`config.mk`:
```
export PLATFORM = sky130hd
export DESIGN_NAME = flit_activity_monitor_flat
export DESIGN_NICKNAME = d
export VERILOG_FILES = /design/src/rtl/flit_activity_monitor_pkg.sv /design/src/rtl/flit_activity_monitor_if.sv /design/src/rtl/flit_activity_monitor_popcount.sv /design/src/rtl/flit_activity_monitor.sv /design/src/flat_wrapper.sv
export SDC_FILE = /design/constraint.sdc
export NUM_CORES = 1
export LEC_CHECK = 0
export CORE_AREA = 5 5 212 111
export CTS_CLUSTER_SIZE = 8
export DETAILED_ROUTE_END_ITERATION = 8
export DIE_AREA = 0 0 217 116
export GPL_ROUTABILITY_DRIVEN = 1
export PLACE_DENSITY_LB_ADDON = 0.08
export SLEW_MARGIN = 40
export SYNTH_ARGS = -nofsm -noshare
export SYNTH_HDL_FRONTEND = slang
export SYNTH_SLANG_ARGS = --single-unit
export TNS_END_PERCENT = 30
```
`constraint.sdc`:
```
create_clock -name clk -period 8.6 [get_ports clk]
set_input_delay 1.72 -clock clk [delete_from_list [all_inputs] [get_ports clk]]
set_output_delay 1.72 -clock clk [all_outputs]
set_load 0.005 [all_outputs]
```
`src/rtl/flit_activity_monitor_pkg.sv`:
```
// flit_mon_pkg: default widths, FSM state encoding and the saturating-add
// helper shared by flit_activity_monitor and its interface.
package flit_mon_pkg;

  localparam int unsigned DEF_N     = 25;
  localparam int unsigned DEF_CNT_W = 16;
  localparam int unsigned DEF_TOG_W = 24;

  typedef enum logic {
    IDLE = 1'b0,
    PKT  = 1'b1
  } state_t;

  // Adds two values and clamps the result to the all-ones value of a w-bit field.
  function automatic logic [63:0] sat_add(input logic [63:0] a,
                                          input logic [63:0] b,
                                          input int unsigned w);
    logic [64:0] sum;
    logic [63:0] lim;
    lim = (w >= 64) ? '1 : ((64'd1 << w) - 64'd1);
    sum = {1'b0, a} + {1'b0, b};
    return (sum > {1'b0, lim}) ? lim : sum[63:0];
  endfunction

endpackage

```
`src/rtl/flit_activity_monitor_if.sv`:
```
// flit_activity_monitor_if: flit input stream and the per-packet report
// record handshake. master = traffic source / record consumer, slave = monitor.
interface flit_activity_monitor_if
  import flit_mon_pkg::*;
#(
  parameter int unsigned N     = DEF_N,
  parameter int unsigned CNT_W = DEF_CNT_W,
  parameter int unsigned TOG_W = DEF_TOG_W
);
  localparam int unsigned PW = $clog2(N + 1);

  logic             in_valid;
  logic [N-1:0]     in_data;
  logic             rpt_valid;
  logic             rpt_ready;
  logic [CNT_W-1:0] rpt_flits;
  logic [TOG_W-1:0] rpt_toggles;
  logic [CNT_W-1:0] rpt_gap;
  logic [PW-1:0]    rpt_peak;
  logic             overflow;

  modport master (
    output in_valid, in_data, rpt_ready,
    input  rpt_valid, rpt_flits, rpt_toggles, rpt_gap, rpt_peak, overflow
  );

  modport slave (
    input  in_valid, in_data, rpt_ready,
    output rpt_valid, rpt_flits, rpt_toggles, rpt_gap, rpt_peak, overflow
  );

endinterface

```
`src/rtl/flit_activity_monitor_popcount.sv`:
```
// popcount: purely combinational count of set bits in a W-bit vector.
module popcount #(
  parameter int unsigned W = 25
) (
  input  logic [W-1:0]             vec,
  output logic [$clog2(W+1)-1:0]   cnt
);
  localparam int unsigned CW = $clog2(W + 1);

  always_comb begin
    cnt = '0;
    for (int unsigned i = 0; i < W; i++) begin
      cnt = cnt + CW'(vec[i]);
    end
  end

endmodule

```
`src/rtl/flit_activity_monitor.sv`:
```
// flit_activity_monitor: delimits packets on a flit bus, accumulates flit count,
// toggle activity and preceding idle gap, and reports one record per packet.
// Optional per-packet peak-toggle tracking is built when FLIT_MON_PEAK_EN is defined.
module flit_activity_monitor
  import flit_mon_pkg::*;
#(
  parameter int unsigned N     = DEF_N,
  parameter int unsigned CNT_W = DEF_CNT_W,
  parameter int unsigned TOG_W = DEF_TOG_W
) (
  input logic                     clk,
  input logic                     rst,
  flit_activity_monitor_if.slave  bus
);
  localparam int unsigned PW = $clog2(N + 1);

  state_t           state_q, state_d;
  logic [N-1:0]     prev_data;
  logic [N-1:0]     diff;
  logic [PW-1:0]    ham;
  logic [CNT_W-1:0] flit_q, flit_d;
  logic [TOG_W-1:0] tog_q, tog_d;
  logic [CNT_W-1:0] gap_q, gap_d;
  logic [CNT_W-1:0] pkt_gap_q, pkt_gap_d;
  logic             commit;
  logic             load;

  assign diff = bus.in_data ^ prev_data;

  popcount #(.W(N)) u_popcount (
    .vec (diff),
    .cnt (ham)
  );

  always_comb begin
    state_d   = state_q;
    flit_d    = flit_q;
    tog_d     = tog_q;
    gap_d     = gap_q;
    pkt_gap_d = pkt_gap_q;
    commit    = 1'b0;
    case (state_q)
      IDLE: begin
        if (bus.in_valid) begin
          state_d   = PKT;
          flit_d    = CNT_W'(1);
          tog_d     = TOG_W'(ham);
          pkt_gap_d = gap_q;
          gap_d     = '0;
        end else begin
          gap_d = CNT_W'(sat_add(64'(gap_q), 64'd1, CNT_W));
        end
      end
      PKT: begin
        if (bus.in_valid) begin
          flit_d = CNT_W'(sat_add(64'(flit_q), 64'd1, CNT_W));
          tog_d  = TOG_W'(sat_add(64'(tog_q), 64'(ham), TOG_W));
        end else begin
          // The packet-end cycle is itself idle, so the next gap starts at 1.
          state_d = IDLE;
          commit  = 1'b1;
          gap_d   = CNT_W'(1);
        end
      end
      default: state_d = IDLE;
    endcase
  end

  always_ff @(posedge clk) begin
    if (rst) begin
      state_q   <= IDLE;
      prev_data <= '0;
      flit_q    <= '0;
      tog_q     <= '0;
      gap_q     <= '0;
      pkt_gap_q <= '0;
    end else begin
      state_q   <= state_d;
      prev_data <= bus.in_data;
      flit_q    <= flit_d;
      tog_q     <= tog_d;
      gap_q     <= gap_d;
      pkt_gap_q <= pkt_gap_d;
    end
  end

  // A commit may land in the same cycle the held record is accepted.
  assign load = commit && (!bus.rpt_valid || bus.rpt_ready);

  always_ff @(posedge clk) begin
    if (rst) begin
      bus.rpt_valid   <= 1'b0;
      bus.rpt_flits   <= '0;
      bus.rpt_toggles <= '0;
      bus.rpt_gap     <= '0;
      bus.overflow    <= 1'b0;
    end else begin
      if (load) begin
        bus.rpt_valid   <= 1'b1;
        bus.rpt_flits   <= flit_q;
        bus.rpt_toggles <= tog_q;
        bus.rpt_gap     <= pkt_gap_q;
      end else if (bus.rpt_valid && bus.rpt_ready) begin
        bus.rpt_valid <= 1'b0;
      end
      if (commit && !load) begin
        bus.overflow <= 1'b1;
      end
    end
  end

`ifdef FLIT_MON_PEAK_EN
  logic [PW-1:0] peak_q, peak_d;

  always_comb begin
    peak_d = peak_q;
    if (bus.in_valid) begin
      if (state_q == IDLE) begin
        peak_d = ham;
      end else if (ham > peak_q) begin
        peak_d = ham;
      end
    end
  end

  always_ff @(posedge clk) begin
    if (rst) begin
      peak_q       <= '0;
      bus.rpt_peak <= '0;
    end else begin
      peak_q <= peak_d;
      if (load) begin
        bus.rpt_peak <= peak_q;
      end
    end
  end
`else
  assign bus.rpt_peak = '0;
`endif

endmodule

```
`src/flat_wrapper.sv`:
```
// flat-port wrapper written by rule: the top's interface ports become plain ports
module flit_activity_monitor_flat import flit_mon_pkg::*;
#(
  parameter int unsigned N     = DEF_N,
  parameter int unsigned CNT_W = DEF_CNT_W,
  parameter int unsigned TOG_W = DEF_TOG_W
)
  (clk, rst, bus_in_valid, bus_in_data, bus_rpt_ready, bus_rpt_valid, bus_rpt_flits, bus_rpt_toggles, bus_rpt_gap, bus_rpt_peak, bus_overflow);
  flit_activity_monitor_if #(.N(N), .CNT_W(CNT_W), .TOG_W(TOG_W)) bus_i ();
  input logic clk;
  input logic rst;
  input wire logic [$bits(bus_i.in_valid)-1:0] bus_in_valid;
  input wire logic [$bits(bus_i.in_data)-1:0] bus_in_data;
  input wire logic [$bits(bus_i.rpt_ready)-1:0] bus_rpt_ready;
  output wire logic [$bits(bus_i.rpt_valid)-1:0] bus_rpt_valid;
  output wire logic [$bits(bus_i.rpt_flits)-1:0] bus_rpt_flits;
  output wire logic [$bits(bus_i.rpt_toggles)-1:0] bus_rpt_toggles;
  output wire logic [$bits(bus_i.rpt_gap)-1:0] bus_rpt_gap;
  output wire logic [$bits(bus_i.rpt_peak)-1:0] bus_rpt_peak;
  output wire logic [$bits(bus_i.overflow)-1:0] bus_overflow;
  assign bus_i.in_valid = bus_in_valid;
  assign bus_i.in_data = bus_in_data;
  assign bus_i.rpt_ready = bus_rpt_ready;
  assign bus_rpt_valid = bus_i.rpt_valid;
  assign bus_rpt_flits = bus_i.rpt_flits;
  assign bus_rpt_toggles = bus_i.rpt_toggles;
  assign bus_rpt_gap = bus_i.rpt_gap;
  assign bus_rpt_peak = bus_i.rpt_peak;
  assign bus_overflow = bus_i.overflow;
  flit_activity_monitor #(.N(N), .CNT_W(CNT_W), .TOG_W(TOG_W)) u_core (.clk(clk), .rst(rst), .bus(bus_i));
endmodule
```
==> results.py, run 1 <==
metrics = {
    "status": {
        "status": "completed",
    },
    "sta": {
        "max_slew.worst_pin.slew_ns": 0.793,
        "hold_viol_final": 0,
        "final.setup.tns_ns": 0,
        "rsz0062_at_grt": "no",
        "finalCritPeriodShare_pct": 87.9,
        "slew_headroom_pct": 46.6,
        "fin_ws_ns": 1.04,
        "fin_crit_ns": 7.56,
        "setup_viol": 0,
        "holdWs_ns": 0.451,
        "slew_violations": 0,
        "fin_skew_ns": 0.00717,
        "fmax_mhz": 132,
    },
    "route": {
        "drcViolationCount": 0,
        "firstDrtPassIters": 5,
        "num_vias": 6274,
        "final_antenna_net_count": 0,
        "initialDrtViolationCount": 442,
        "drt-total-wl_um": 20800,
        "avgViaCountPerCell": 5.10,
        "wl_per_cell_um": 16.9,
    },
    "global_routing": {
        "grt_pass1_vias": 5773,
        "grt_util_all_layers_pct": 17.1,
        "antenna_found_initial": 0,
        "overflow": 0,
        "grt_use_met3_pct": 4.12,
        "busiest_layer": "met1",
        "grt_max_degree": 69,
        "grt_pass1_wl_um": 33900,
        "use_met2_pct": 19.5,
        "gr-usage-met1_pct": 29.3,
    },
    "power": {
        "pwr_density_cell_nw_per_um2": 301,
        "leakagePower_uw": 0.00324,
        "peakVddDrop_mv": 0.308,
    },
    "die": {
        "dieArea_um2": 25200,
        "initial_core_util_pct": 34.7,
        "std_cell_rows": 38,
        "io_pins": 92,
        "coreArea_um2": 21300,
        "die_x_um": 217,
        "fp.dieH_um": 116,
    },
    "place": {
        "gp_congestion": 0.845,
        "place_inst": 1201,
        "port-buffer-count": 86,
        "post-place-ws_ns": 0.627,
        "dp_hpwl_um": 14300,
    },
    "synth": {
        "synth_seq_area_share_pct": 42.2,
        "netlist_area_um2": 7400,
        "ys_ff_latch": 156,
        "synth.distinct_cells": 62,
        "dominantRegCellSynth": "dfxtp_1",
        "synth_edf_count": 0,
        "syn_avg_cell_area_um2": 8.37,
        "async_reset_ff_share_pct": 0,
        "ys.warnings.count": 0,
        "syn_inst": 884,
    },
    "clock_network": {
        "cts_root_buf": "clkbuf_16",
        "cts_made_buffers": 17,
        "ctsResizeCount": 0,
        "clock_latency_ns": 0.44,
        "post_cts_buffers": 0,
        "cts_tree": "built",
        "path_clk_slew_ns": 0.06,
        "cts_max_level": 4,
        "clk_path_buf_depth": 2,
        "cts_sinks": 156,
        "hold_buffers": 0,
    },
    "final_layout": {
        "nets": 1003,
        "mostFrequentLayoutCells": "nand2_1 (178), dfxtp_1 (156), a21oi_1 (112), clkdlybuf4s50_1 (85), nor2_1 (34)",
        "syn2layout_area_growth_pct": 21.7,
        "diodes": 0,
        "drive_gt1_share_pct": 6.52,
        "final_cells": 1231,
        "mostFrequentLayoutCell": "nand2_1",
    },
    "setup_path": {
        "crit_type": "input pin to register",
        "crit_fanout": 9,
        "r2r_start": "u_core.prev_data[17]",
        "r2r-end": "u_core.tog_q[0]",
        "crit_required_ns": 8.94,
        "worstPathArrival_ns": 7.89,
        "cp-start-kind": "input pin",
        "r2r_slack_ns": 2.43,
        "rr_worst_depth": 18,
        "cp-end-kind": "register",
    },
    "hold_path": {
        "min_from": "u_core.bus.rpt_gap[7]",
        "min_path_cells": 2,
        "holdPathEnd": "u_core.bus.rpt_gap[7]",
        "hold_class": "register to register",
    },
    "job": {
        "drv_cap": 0,
    },
}
-- cell usage after synthesis, types with 2 or more instances --
library cell	number	area share [%]
o22ai_1	4	0.34
nor3b_1	2	0.20
a21oi_1	112	7.6
nor2b_1	28	2.4
a211oi_1	10	1.0
a41o_1	2	0.27
buf_2	4	0.27
ha_1	15	2.5
buf_6	4	0.61
and4_1	5	0.59
a31oi_1	14	1.2
clkbuf_1	36	1.8
nor3_1	14	0.95
or3_1	4	0.34
xor2_1	15	1.8
nand4_1	15	1.3
o2111a_1	2	0.30
fa_1	19	5.1
nand4_2	2	0.34
nor4b_1	2	0.24
a311oi_1	6	0.71
nand2_1	179	9.1
o2111ai_1	3	0.36
dfxtp_1	156	42
and3_1	12	1.0
xnor2_1	16	1.9
and2_1	7	0.59
o21ai_0	29	2.0
buf_4	8	0.81
a41oi_1	4	0.47
o21a_1	2	0.20
a211oi_2	2	0.34
o211a_1	3	0.41
a2111o_1	2	0.30
nor4_1	8	0.68
or2_2	4	0.34
o211ai_1	10	1.0
nand2b_1	4	0.34
buf_1	7	0.36
mux2i_1	3	0.41
nor2_1	37	1.9
nand3_1	16	1.1
inv_1	32	1.6
clkbuf_2	3	0.20
a21o_1	5	0.51
-- routing by layer --
layer,wire [µm],vias up
li1,-,3157
met1,12500,2949
met2,6910,147
met3,1070,21
met4,285,0
met5,0,-
-- metrics by stage --
stage	util [%]	cell area (µm²)	total power, µW
2_1_floorplan	-	7420	1650
3_5_place_dp	39.3	8400	1920
4_1_cts	42.1	9000	2740
6_report	42.2	9000	2710
5_1_grt	42.2	9000	2910
3_3_place_gp	39.3	8390	1940
-- critical path: stages --
cell,delay [ns]
clkdlybuf4s50_1,0.42
xor2_1,0.17
fa_1,0.56
inv_1,0.07
fa_1,0.51
fa_1,0.52
inv_1,0.08
fa_1,0.49
inv_1,0.06
fa_1,0.50
fa_1,0.47
fa_1,0.50
fa_1,0.48
and3b_1,0.26
o21a_1,0.17
buf_4,0.17
o2111a_1,0.33
nor3_1,0.09
a2111oi_2,0.33
-- sequential cells by signal (all words and copies together), names as in the netlist --
| register | cells |
|---|---|
| u_core.bus.overflow | 1 |
| u_core.bus.rpt_flits | 16 |
| u_core.bus.rpt_gap | 16 |
| u_core.bus.rpt_toggles | 24 |
| u_core.bus.rpt_valid | 1 |
| u_core.flit_q | 16 |
| u_core.gap_q | 16 |
| u_core.pkt_gap_q | 16 |
| u_core.prev_data | 25 |
| u_core.state_q | 1 |
| u_core.tog_q | 24 |
-- cell families after synthesis --
logic type | share of synthesized area [%]
buffers and inverters | 5.88
AND/OR/NAND/NOR | 22.3
adder cells (fa/ha/maj) | 7.68
AO/OA/AOI/OAI | 17.7
XOR/XNOR | 3.67
other | 0.0507
flip-flops | 42.2
multiplexers | 0.558
-- worst max-delay path by stage --
stage                    startpoint                to  slack (ns)  cells past startpoint
floorplan            bus_in_data[0]  u_core.tog_q[16]        1.41                     19
global placement    bus_in_data[17]   u_core.tog_q[0]        0.69                     19
detailed placement   bus_in_data[0]   u_core.tog_q[0]        0.63                     18
CTS                 bus_in_data[17]   u_core.tog_q[0]        1.05                     19
global route        bus_in_data[17]  u_core.tog_q[19]        0.75                     21
finish              bus_in_data[17]   u_core.tog_q[0]        1.04                     19
-- final cells by class --
cell class                 instances  area [µm²]
inverter                          32         120
sequential                       156        3120
multi-input combinational        637        3880
fill                            2178       12300
clock buffer                      22         484
tap                              280         350
timing repair buffer              96         933
clock inverter                     8         115
-- where the power goes --
group | switching, µW | internal (µW)
clock network | 301 | 481
logic | 673 | 497
registers | 17.9 | 743
total | 992 | 1720
No activity file was read; power rests on OpenSTA's default activity.
==> run 2, diff against run 1 <==
Settings changed: CAP_MARGIN set to 0.
==> results of run 2 <==
Same layout as run 1: the final DEF is identical, and so are final timing and power.
==> run 3, diff against run 2 <==
--- a/constraint.sdc
+++ b/constraint.sdc
@@ -3,2 +3,2 @@
 set_output_delay 1.72 -clock clk [all_outputs]
-set_load 0.005 [all_outputs]
+set_load 0.01 [all_outputs]
==> results of run 3 <==
Same layout as run 1 (identical final DEF). Status: completed.
==> edit 1, RTL diff (settings of run 3) <==
Change the package constant `DEF_TOG_W` from 24 to 12.
--- a/src/rtl/flit_activity_monitor_pkg.sv
+++ b/src/rtl/flit_activity_monitor_pkg.sv
@@ -5,5 +5,5 @@
   localparam int unsigned DEF_N     = 25;
   localparam int unsigned DEF_CNT_W = 16;
-  localparam int unsigned DEF_TOG_W = 24;
+  localparam int unsigned DEF_TOG_W = 12;
 
   typedef enum logic {
Interface: changed (resized bus_rpt_toggles); port bits go from 92 to 80. No check against the original RTL was run, so the function may have changed too.
==> edit 1 against run 3 <==
Worst setup slack worse by 0.062 ns. Non-clock buffer count down 16. Sequential cell count down 24. Total power down 11%. Synthesized area down 16%. Routed wire length down 16%. Cell area down 13%. Worst hold slack better by 0.00090 ns. Fmax down 0.82%. Largest power group unchanged. Highest routed layer unchanged.
==> edit 1: results (changes against run 3) <==
- Vias in the first global route: 5,086 (was 5,773)
- Non-Filler Instances: 1,097 (was 1,231)
- Starting DRT DRC Count: 418 (was 442)
- Router iterations before antenna repair: 5 (unchanged)
- Final wirelength: 17,600 um (was 20,800 um)
- Worst hold margin: 0.451 ns (about the same)
- Largest register FFs: 25 (unchanged)
- H-Tree Depth: 4 (unchanged)
- Met2 Resource Use GR: 0.191 (was 0.195)
- Ratio of cells with drive above 1 in the final layout: 0.0636 (was 0.0652)
- CP max stage delay: 0.58 ns (was 0.56 ns)
- Post-DP HPWL: 12,700 um (was 14,300 um)
- Place WS: 0.588 ns (was 0.627 ns)
- Layout area overhead: 25.4% (was 21.7%)
- Deepest clock path buffer count: 2 (unchanged)
- Max Clock Skew: 0.00816 ns (was 0.00717 ns)
- CP max-delay cell: o21ai_0 (was fa_1)
- Slew HR: 0.483 (was 0.466)
- Outcome: finished clean (unchanged)
- Fillers: 2,184 (was 2,178)
- Dpl cell area: 7190 um^2 (was 8400 um^2)
- Seq/Total Area, Yosys: 0.424 (was 0.422)
- Leakage: 2.81 nW (was 3.24 nW)
- Post-synthesis cell count: 748 (was 884)
- Critical Path AT: 7.93 ns (was 7.89 ns)
- Top post-synthesis cells by area: dfxtp_1, nand2_1, a21oi_1, fa_1, o21ai_0 (was dfxtp_1, nand2_1, a21oi_1, fa_1, ha_1)
- Grt met3 use: 0.0350 (was 0.0412)
- VDD IR-drop max: 0.000247 V (was 0.000308 V)
- Clk_lat worst skew: 0.42 ns (was 0.44 ns)
- Vias per inst: 4.91 (was 5.10)
- First-pass GRT wire length: 28,000 um (was 33,900 um)
- Crit Path Max Fanout: 5 (was 9)
- Yosys cell types: 57 (was 62)
- Synth cell count leaders: nand2_1, dfxtp_1, a21oi_1, o21ai_0 (was nand2_1, dfxtp_1, a21oi_1, nor2_1, clkbuf_1)
- Port bufs: 74 (was 86)
- Clk root buf: clkbuf_16 (unchanged)
- Largest net degree at the start of global routing: 68 (was 69)
- Final Hold Viols: 0 (unchanged)
- Nets: 867 (was 1,003)
- Setup slack, reg-to-reg: 2.41 ns (was 2.43 ns)
- GRT met1 Usage: 0.218 (was 0.293)
- Total Routing Usage GR: 0.142 (was 0.171)
- Routability cong.: 0.825 (was 0.845)
==> edit 1: logic make-up after synthesis <==
| family | count (synthesis) | share of synthesized area |
|---|---|---|
| and+or+nand+nor | 278 | 0.212 |
| AOI/OAI and AO/OA | 192 | 0.177 |
| DFF | 132 | 0.424 |
| buffers and inverters | 81 | 0.0530 |
| adders and majority gates | 34 | 0.0912 |
| xor gates and xnor gates | 28 | 0.0394 |
| muxes | 2 | 0.00321 |
| other | 1 | 0.000602 |
==> edit 1: where the power goes <==
group | total [mW] | internal (mW) | switching [mW]
clock network | 0.763 | 0.490 | 0.274
registers | 0.649 | 0.632 | 0.0169
logic | 0.992 | 0.430 | 0.562
==> edit 1: path summary, 6_finish.rpt <==
path / from / to
worst min-delay path: u_core.bus.rpt_gap[0]$_SDFFE_PP0P_ / u_core.bus.rpt_gap[0]$_SDFFE_PP0P_
worst min register to register: u_core.bus.rpt_gap[0]$_SDFFE_PP0P_ / u_core.bus.rpt_gap[0]$_SDFFE_PP0P_
worst max register to register: u_core.prev_data[17]$_SDFF_PP0_ / u_core.tog_q[3]$_SDFFE_PP0P_
worst max-delay path: bus_in_data[17] / u_core.tog_q[3]$_SDFFE_PP0P_
==> edit 1: layout make-up <==
type / instances / share of cell area
sequential: 132 / 0.338
tap: 280 / 0.0449
timing repair buffer: 80 / 0.100
multi-input combinational: 539 / 0.422
inverter: 34 / 0.0163
clock inverter: 11 / 0.0202
clock buffer: 21 / 0.0577
==> edit 1: tightest hold or removal path: stages, from the launching register on <==
cell     delay, ns
dfxtp_1       0.30
nand2_1       0.05
a21oi_1       0.05
==> edit 1: routing by layer <==
layer	up-vias	share of wire	wire length [um]
met5	-	0	0
met4	0	0.010	180
met3	16	0.044	766
met2	113	0.39	6880
met1	2592	0.55	9740
li1	2661	-	-
==> edit 2, RTL diff (config.mk and constraints of run 3) <==
Without the edit above. Take the reset off `prev_data`, `flit_q` and `pkt_gap_q` and load them in a clocked block of their own.
--- a/src/rtl/flit_activity_monitor.sv
+++ b/src/rtl/flit_activity_monitor.sv
@@ -70,17 +70,17 @@
     if (rst) begin
       state_q   <= IDLE;
-      prev_data <= '0;
-      flit_q    <= '0;
       tog_q     <= '0;
       gap_q     <= '0;
-      pkt_gap_q <= '0;
     end else begin
       state_q   <= state_d;
-      prev_data <= bus.in_data;
-      flit_q    <= flit_d;
       tog_q     <= tog_d;
       gap_q     <= gap_d;
-      pkt_gap_q <= pkt_gap_d;
     end
+  end
+
+  always_ff @(posedge clk) begin
+    prev_data <= bus.in_data;
+    flit_q    <= flit_d;
+    pkt_gap_q <= pkt_gap_d;
   end
 
Check against the original RTL: not equivalent (a bounded check fails within 4 cycles, from zero or initial values and one cycle with rst high).
==> edit 2 against run 3 <==
Sequential cell count stayed put. Worst hold slack gained 0.0040 ns. Non-clock buffer count down 4. Global-route usage down 2.9 points. Cell area shrank 3.4%. Sequential share of layout area grew 4.9 points. Combinational power decreased by 9%. Total power fell by 3.7%. Routed wire length is 17% lower. Synthesized area is 5.1% lower. Worst setup slack got worse by 0.19 ns. Largest cell class is now flip-flops and latches.
==> edit 2: results (changes against run 3) <==
- Outcome: finished clean (unchanged)
- Yosys cell types: 56 (was 62)
- First-pass GRT wire length: 28,700 um (was 33,900 um)
- Place WS: 0.438 ns (was 0.627 ns)
- TritonCTS buffer count: 17 (unchanged)
- Seq/Total Area, Yosys: 0.490 (was 0.422)
- Router iterations before antenna repair: 4 (was 5)
- CP max stage delay: 0.59 ns (was 0.56 ns)
- Fin. max-slew vios: 0 (unchanged)
- Clk_lat worst skew: 0.42 ns (was 0.44 ns)
- VDD IR-drop max: 0.000216 V (was 0.000308 V)
- Nets: 897 (was 1,003)
- Compound-Gate Fraction of Synth Area: 0.156 (was 0.177)
- Setup Buffers After CTS: 0 (unchanged)
- Yosys warnings: 0 (unchanged)
- Max Clock Skew: 0.0126 ns (was 0.00717 ns)
- Leakage: 3.11 nW (was 3.24 nW)
- Routability cong.: 0.763 (was 0.845)
- Dpl cell area: 8120 um^2 (was 8400 um^2)
- Synth async-reset ratio: 0 (unchanged)
- Largest net degree at the start of global routing: 84 (was 69)
- Initial antenna violation count: 0 (unchanged)
- Wire per inst: 15.4 um (was 16.9 um)
- Top post-synthesis cells by area: dfxtp_1, edfxtp_1, a21oi_1, nand2_1, fa_1 (was dfxtp_1, nand2_1, a21oi_1, fa_1, ha_1)
- Worst Max-Slew Pin Slew: 0.751 ns (was 0.793 ns)
- CP max-delay cell: fa_1 (unchanged)
- Post-Synth XOR/XNOR Area: 0.0499 (was 0.0367)
- Starting DRT DRC Count: 316 (was 442)
- Synth cell count leaders: nand2_1, dfxtp_1, a21oi_1, nor2_1, inv_1 (was nand2_1, dfxtp_1, a21oi_1, nor2_1, clkbuf_1)
- Worst Hold Class: reg -> reg (unchanged)
- Fillers: 2,113 (was 2,178)
- Port bufs: 86 (unchanged)
- H-Tree Depth: 4 (unchanged)
- Critical Path AT: 8.03 ns (was 7.89 ns)
- Post-synth EDFFs: 32 (was 0)
- Crit Path Max Fanout: 8 (was 9)
- Clock slew at reported path FFs: 0.06 ns (about the same)
- Vias per inst: 4.95 (was 5.10)
- Clk root buf: clkbuf_16 (unchanged)
- Resized cells post-CTS: 0 (unchanged)
- Vias in the first global route: 5,513 (was 5,773)
- Deepest clock path buffer count: 2 (unchanged)
- Adder-cell share of the synthesized area: 0.0809 (was 0.0768)
- Top Registers: u_core.prev_data x25, u_core.bus.rpt_toggles x24, u_core.tog_q x24 (unchanged)
- Ratio of cells with drive above 1 in the final layout: 0.0543 (was 0.0652)
- Total Routing Usage GR: 0.142 (was 0.171)
- Post-synthesis mux area share: 0.00285 (was 0.00558)
- Post-DP HPWL: 11,800 um (was 14,300 um)
- Antenna cells: 0 (unchanged)
- Post-synth top flop: dfxtp_1 (unchanged)
edit 2: changes by cell type in the layout (fill, tap and decap cells not counted), sizes merged, moves of 5 or more:
cell and change:
dfxtp -32, a211oi -5, nor4 -7, nand4 -7, xnor2 +5, and2 -5
and3 -8, o21ai +6, and4 +7, a21oi -7, nor2b -24, nand2 -42
o211ai -9, edfxtp +32
edit 2: critical path, delay by kind of cell:
family	cells	cell delay, ns
xor gates and xnor gates	1	0.17
adders and majority gates	7	3.26
and+or+nand+nor	6	0.98
buffers and inverters	6	0.90
AOI/OAI and AO/OA	3	0.98
edit 2: area by class of cell:
class | instances | area (um^2) | share of cell area
timing repair buffer | 92 | 905 | 0.104
sequential | 156 | 3440 | 0.396
multi-input combinational | 533 | 3290 | 0.378
clock buffer | 22 | 465 | 0.0535
clock inverter | 10 | 116 | 0.0134
inverter | 34 | 128 | 0.0147
tap | 280 | 350 | 0.0403
edit 2: power by group:
group | internal (mW) | switching (mW)
combinational | 0.463 | 0.593
sequential | 0.777 | 0.0245
clock | 0.446 | 0.310
total | 1.69 | 0.928
edit 2: cell families (layout without fill, tap and decap cells):
family	count (synthesis)	after routing
other	1	5
buffers and inverters	78	158
AND/OR/NAND/NOR	261	261
AO/OA/AOI/OAI	191	191
multiplexers	2	2
flip-flops	156	156
XOR/XNOR	40	40
adder cells (fa/ha/maj)	34	34
edit 2: through the flow:
step,total power [mW],cells,utilization
global placement,1.85,1095,0.380
global route,2.86,1127,0.407
finish,2.61,1127,0.407
CTS,2.65,1127,0.407
detailed placement,1.87,1095,0.380
floorplan,1.65,767,-
edit 2: path summary, 6_finish.rpt:
| check | endpoint | from | slack (ns) | cells after the start |
|---|---|---|---|---|
| hold / removal | u_core.bus.rpt_gap[2]$_SDFFE_PP0P_ | u_core.bus.rpt_gap[2]$_SDFFE_PP0P_ | 0.45 | 2 |
| hold reg to reg | u_core.bus.rpt_gap[2]$_SDFFE_PP0P_ | u_core.bus.rpt_gap[2]$_SDFFE_PP0P_ | 0.45 | 2 |
| setup / recovery | u_core.tog_q[11]$_SDFFE_PP0P_ | bus_in_data[11] | 0.85 | 23 |
| setup reg to reg | u_core.tog_q[11]$_SDFFE_PP0P_ | u_core.prev_data[11]$_DFF_P_ | 2.27 | 22 |
edit 2: layer usage:
metal | GRT usage | part of all wire | vias to the layer above
met5 | 0 | 0 | -
met1 | 0.203 | 0.51 | 2679
met2 | 0.216 | 0.44 | 107
met4 | 0.0467 | 0.0091 | 0
met3 | 0.0318 | 0.040 | 10
li1 | - | - | 2779
